--- config.mk ---
export PLATFORM = sky130hd
export DESIGN_NAME = apb_master_arbiter
export DESIGN_NICKNAME = d
export VERILOG_FILES = /design/src/rtl/apb_pkg.sv /design/src/rtl/rr_arbiter2.sv /design/src/rtl/apb_master_arbiter.sv
export SDC_FILE = /design/constraint.sdc
export NUM_CORES = 1
export LEC_CHECK = 0
export CORE_MARGIN = 10
export CORE_UTILIZATION = 30
export DETAILED_ROUTE_END_ITERATION = 6
export PLACE_DENSITY = 0.71
export REMOVE_ABC_BUFFERS = 1
export SYNTH_ARGS = -nofsm -noshare
export SYNTH_HDL_FRONTEND = slang
export SYNTH_SLANG_ARGS = --single-unit
--- constraint.sdc ---
create_clock -name PCLK -period 8.7 [get_ports PCLK]
set_input_delay 0.87 -clock PCLK [delete_from_list [all_inputs] [get_ports PCLK]]
set_output_delay 0.87 -clock PCLK [all_outputs]
set_load 0.005 [all_outputs]
--- src/rtl/apb_pkg.sv ---
// apb_pkg: APB widths shared by the master and the RAM slave, plus the master FSM state type.
package apb_pkg;
    localparam int APB_ADDR_W = 32;
    localparam int APB_DATA_W = 32;
    localparam int APB_STRB_W = APB_DATA_W / 8;
    localparam int APB_PROT_W = 3;
    typedef enum logic [1:0] {IDLE, SETUP, ACCESS} apb_state_e;
endpackage

--- src/rtl/rr_arbiter2.sv ---
// rr_arbiter2: two-way round-robin grant; last winner is remembered only when en accepts a grant.
module rr_arbiter2 (
    input  logic       clk,
    input  logic       rst,
    input  logic [1:0] valid,
    input  logic       en,
    output logic [1:0] grant
);
    logic last;
    assign grant = &valid ? (last ? 2'b01 : 2'b10) : valid;
    always_ff @(posedge clk or posedge rst) begin
        if (rst) last <= 1'b1;
        else if (en) last <= grant[1];
    end
endmodule

--- src/rtl/apb_master_arbiter.sv ---
// apb_master_arbiter: round-robin APB4 master for two single-command requesters,
// with SETUP/ACCESS sequencing, back-to-back issue and an optional ACCESS timeout.
module apb_master_arbiter
    import apb_pkg::*;
#(
    parameter int ADDR_WIDTH = APB_ADDR_W,
    parameter int DATA_WIDTH = APB_DATA_W,
    parameter int STRB_WIDTH = APB_STRB_W,
    parameter int TIMEOUT    = 16
) (
    input  logic                       PCLK,
    input  logic                       PRESET,
    input  logic [1:0]                 req_valid,
    input  logic [1:0]                 req_write,
    input  logic [1:0][ADDR_WIDTH-1:0] req_addr,
    input  logic [1:0][DATA_WIDTH-1:0] req_wdata,
    input  logic [1:0][STRB_WIDTH-1:0] req_strb,
    input  logic [1:0][APB_PROT_W-1:0] req_prot,
    output logic [1:0]                 req_ready,
    output logic [1:0]                 rsp_valid,
    output logic [DATA_WIDTH-1:0]      rsp_rdata,
    output logic                       rsp_err,
    output logic                       PSEL,
    output logic                       PENABLE,
    output logic                       PWRITE,
    output logic [ADDR_WIDTH-1:0]      PADDR,
    output logic [DATA_WIDTH-1:0]      PWDATA,
    output logic [STRB_WIDTH-1:0]      PSTRB,
    output logic [APB_PROT_W-1:0]      PPROT,
    input  logic [DATA_WIDTH-1:0]      PRDATA,
    input  logic                       PREADY,
    input  logic                       PSLVERR
);
    localparam int CW = $clog2(TIMEOUT + 2);
    apb_state_e state, state_d;
    logic [CW-1:0] cnt;
    logic [1:0] grant;
    logic owner, g, abort, done, accept, load;
    assign abort  = (TIMEOUT != 0) && state == ACCESS && !PREADY && cnt == CW'(TIMEOUT - 1);
    assign done   = state == ACCESS && (PREADY || abort);
    // Gated by PRESET so req_ready reads 0 while reset is held.
    assign accept = !PRESET && (state == IDLE || done);
    assign load   = accept && |req_valid;
    assign g      = grant[1];
    assign req_ready = accept ? grant : 2'b00;
    assign PSEL    = state != IDLE;
    assign PENABLE = state == ACCESS;
    rr_arbiter2 u_arb (
        .clk  (PCLK),
        .rst  (PRESET),
        .valid(req_valid),
        .en   (load),
        .grant(grant)
    );
    always_ff @(posedge PCLK or posedge PRESET) begin
        if (PRESET) state <= IDLE;
        else state <= state_d;
    end
    always_comb begin
        state_d = state;
        case (state)
            IDLE:    state_d = load ? SETUP : IDLE;
            SETUP:   state_d = ACCESS;
            ACCESS:  state_d = done ? (load ? SETUP : IDLE) : ACCESS;
            default: state_d = IDLE;
        endcase
    end
    always_ff @(posedge PCLK or posedge PRESET) begin
        if (PRESET) begin
            PWRITE    <= 1'b0;
            PADDR     <= '0;
            PWDATA    <= '0;
            PSTRB     <= '0;
            PPROT     <= '0;
            owner     <= 1'b0;
            cnt       <= '0;
            rsp_valid <= 2'b00;
            rsp_rdata <= '0;
            rsp_err   <= 1'b0;
        end else begin
            rsp_valid <= 2'b00;
            cnt <= (state_d == SETUP) ? '0 : (state == ACCESS && !PREADY) ? cnt + 1'b1 : cnt;
            if (load) begin
                PWRITE <= req_write[g];
                PADDR  <= req_addr[g];
                PPROT  <= req_prot[g];
                owner  <= g;
                // Reads drive zero strobes and leave PWDATA untouched.
                PSTRB  <= req_write[g] ? req_strb[g] : '0;
                if (req_write[g]) PWDATA <= req_wdata[g];
            end
            if (done) begin
                rsp_valid <= {owner, !owner};
                rsp_err   <= abort || PSLVERR;
                rsp_rdata <= (abort || PWRITE) ? '0 : PRDATA;
            end
        end
    end
endmodule
==> reports/results.tsv <==
stage	metric	value	unit
sta	worst-margin pin slew	1.249	ns
sta	Worst Slack Setup Final	5.146	ns
clocking	TritonCTS Sinks	116	
floorplan	initial core utilization	0.3044	
clocking	H-tree depth	4	
global_route	Overflow after GRT	0	
place	port bufs	292	
sta	Slew HR	0.1667	
clocking	worst-skew pair later-pin latency	0.41	ns
power_and_ir_drop	switching share of power	0.2692	
route	Routed Antenna Nets	0	
route	drt drc	0	
critical_path	Worst EP arrival	3.88	ns
synth	Gate Count Post-Synth	455	
power_and_ir_drop	Logic pwr share	0.341	
route	first drt pass iteration count	4	
critical_path	critical path launch point type	primary input	
sta	Fin Setup TNS	0	ns
route	1st-iter DRT viols	175	
power_and_ir_drop	P_int	1760	uW
floorplan	Die Ht	149.5	um
finish	Area growth syn-to-layout	74.08	%
synth	Mapped Avg Cell Area	11.05	um2
place	hpwl dp	13850	um
critical_path	Setup CP Type	primary input to flip-flop	
finish	fill count	1393	
sta	Worst Skew	0.009827	ns
critical_path	kind of end point of the critical path	flip-flop	
place	routability cong.	0.8160	
synth	Top FF cell, synth	dfrtp_1	
clocking	CTS tree	built	
floorplan	core area	16520	um2
place	pre-CTS WS	4.679	ns
sta	minimum clock period	3.554	ns
sta	part of the cycle the worst path needs	0.4085	
power_and_ir_drop	peak supply drop	0.1302	mV
clocking	Clock Path Buffers	2	
power_and_ir_drop	Pwr per Cell Area	275.1	nW/um2
hold_path	worst hold path startpoint	owner	
global_route	initial antenna violation count	0	
route	via count	4717	
critical_path	reg-to-reg startpoint	cnt[0]	
global_route	first-pass GRT wire length	28370	um
floorplan	width of the chip	149.5	um
clocking	CTS resizes	0	
finish	n_diodes	0	
critical_path	R2R cell count	9	
synth	Synth Cell Area	5030	um2
finish	layout cells sized above 1	0.1068	
power_and_ir_drop	P_leak	0.003575	uW
synth	post-synth cell types	36	
flow_run	max-cap viol count	0	
synth	register area share after synthesis	0.5774	
power_and_ir_drop	switching pwr	648.4	uW
route	routed vias/inst	4.868	
floorplan	num rows	47	
synth	Post-synth EDFFs	0	
power_and_ir_drop	power share of the clock group	0.311	
sta	endpoints failing setup	0	
synth	Synth Warn #	0	
finish	Final Net Count	920	
clocking	root buffer cell	clkbuf_16	
sta	RSZ-0062 raised after global routing	false	
synth	Seq cells post-synth	116	
route	drt wl/cell	18.70	um
critical_path	worst r2r dst	PADDR[1]	
global_route	largest net degree at the start of global routing	86	
global_route	total track usage	0.1615	
floorplan	Die ar.	22350	um2
power_and_ir_drop	register share of total power	0.349	
hold_path	hold-critical path depth	1	
hold_path	hold endpoint	rsp_valid[0]	
clocking	hold buffer count at CTS	0	
sta	Slew Limit Fails	0	
critical_path	Worst R2R Setup Slack	5.81	ns
finish	leading cell type in the layout, fill and taps excluded	clkdlybuf4s50_1	
floorplan	IO Pins	293	
route	routed wire length	18120	um
sta	fmax	281.3	MHz
hold_path	HP Class	flip-flop to flip-flop	
critical_path	Max Fanout on Critical Path	41	
sta	number of hold violations in the final report	0	
outcome	outcome	completed	
finish	most frequent cells in the layout	clkdlybuf4s50_1 (292), dfrtp_1 (115), nand2_1 (76)	
critical_path	CP required	9.03	ns
clocking	Worst-path clk slew	0.05	ns
clocking	post-CTS setup buffers	0	
global_route	number of global-route vias before repair	5128	
clocking	TritonCTS Buffers	17	
synth	async set or reset register ratio after synthesis	1.000	
-- critical path, stage by stage --
cell and delay (ns):
clkdlybuf4s50_1 0.55, a21boi_4 0.19, buf_4 0.38, nand2_1 0.81, a21oi_4 0.37, buf_4 0.47, a2bb2oi_1 0.19
-- power by group through the flow --
stage	Clock [uW]	Sequential (uW)	Combinational (uW)
finish	748	840	820
global route	801	861	889
CTS	769	842	837
detailed placement	0	847	834
global placement	0	838	820
floorplan	0	848	282
-- final cells by class --
type                    instances  area (um2)  area share
repair buffers                298        2968      0.3390
flip-flops and latches        116        2904      0.3317
multi-input cells             297        1938      0.2213
clock buffers                  20       466.7     0.05330
well taps                     220       275.3     0.03144
clock inverters                12       176.4     0.02015
inverters                       6       27.53    0.003144
-- stage by stage --
stage                     area [um2]  hold WS [ns]  total power (uW)    util  instances
final                           8756        0.4326              2408  0.5299        969
after detailed placement        8113        0.4294              1680  0.4910        937
after global routing            8756        0.4593              2551  0.5299        969
after global placement          8113        0.4184              1658  0.4910        937
after CTS                       8756        0.4320              2447  0.5299        969
after floorplan                 4843        0.4032              1130       -        419
-- synthesized netlist by cell type (2+ instances only) --
master	number	area [um2]
a22o_1	32	280.3
a2bb2oi_1	3	26.28
a2bb2oi_2	29	435.4
a31oi_1	39	244.0
buf_2	8	40.04
buf_4	3	22.52
buf_6	4	45.04
clkbuf_1	21	78.83
dfrtp_1	115	2878
ha_1	2	25.02
inv_1	5	18.77
nand2_1	76	285.3
nand3_1	10	50.05
nor2_1	52	195.2
o21ai_0	2	10.01
o22ai_1	33	206.5
xor2_1	2	17.52
-- sequential cells by signal (all words and copies together) (netlist names), 2 cells and up --
register,flops
PADDR,32
PWDATA,32
rsp_rdata,32
cnt,5
PSTRB,4
PPROT,3
rsp_valid,2
state,2
-- logic make-up after synthesis --
kind of cell / synth area share
xor+xnor: 0.005225
flops: 0.5774
mux: 0.001990
simple gates: 0.1164
fa+ha+maj: 0.004974
compound gates: 0.2525
buf+inv: 0.04154
-- how the worst max path moves through the flow --
stage                      start    endpoint  slack (ns)
detailed placement  req_valid[1]  PWDATA[31]        4.68
finish              req_valid[1]   PWDATA[1]        5.15
global route        req_valid[1]   PWDATA[1]        4.93
floorplan           req_valid[1]   PWDATA[0]        4.47
global placement    req_valid[1]   PWDATA[1]        4.83
CTS                 req_valid[1]   PWDATA[1]        5.12
-- routing by layer --
metal	global-route usage	part of all wire	vias up
met5	0	0	-
met2	0.2564	0.48	217
li1	-	-	2215
met4	0.05005	0.016	0
met3	0.08635	0.12	20
met1	0.1835	0.39	2265
Note: power is estimated with default switching activity, not from simulation.
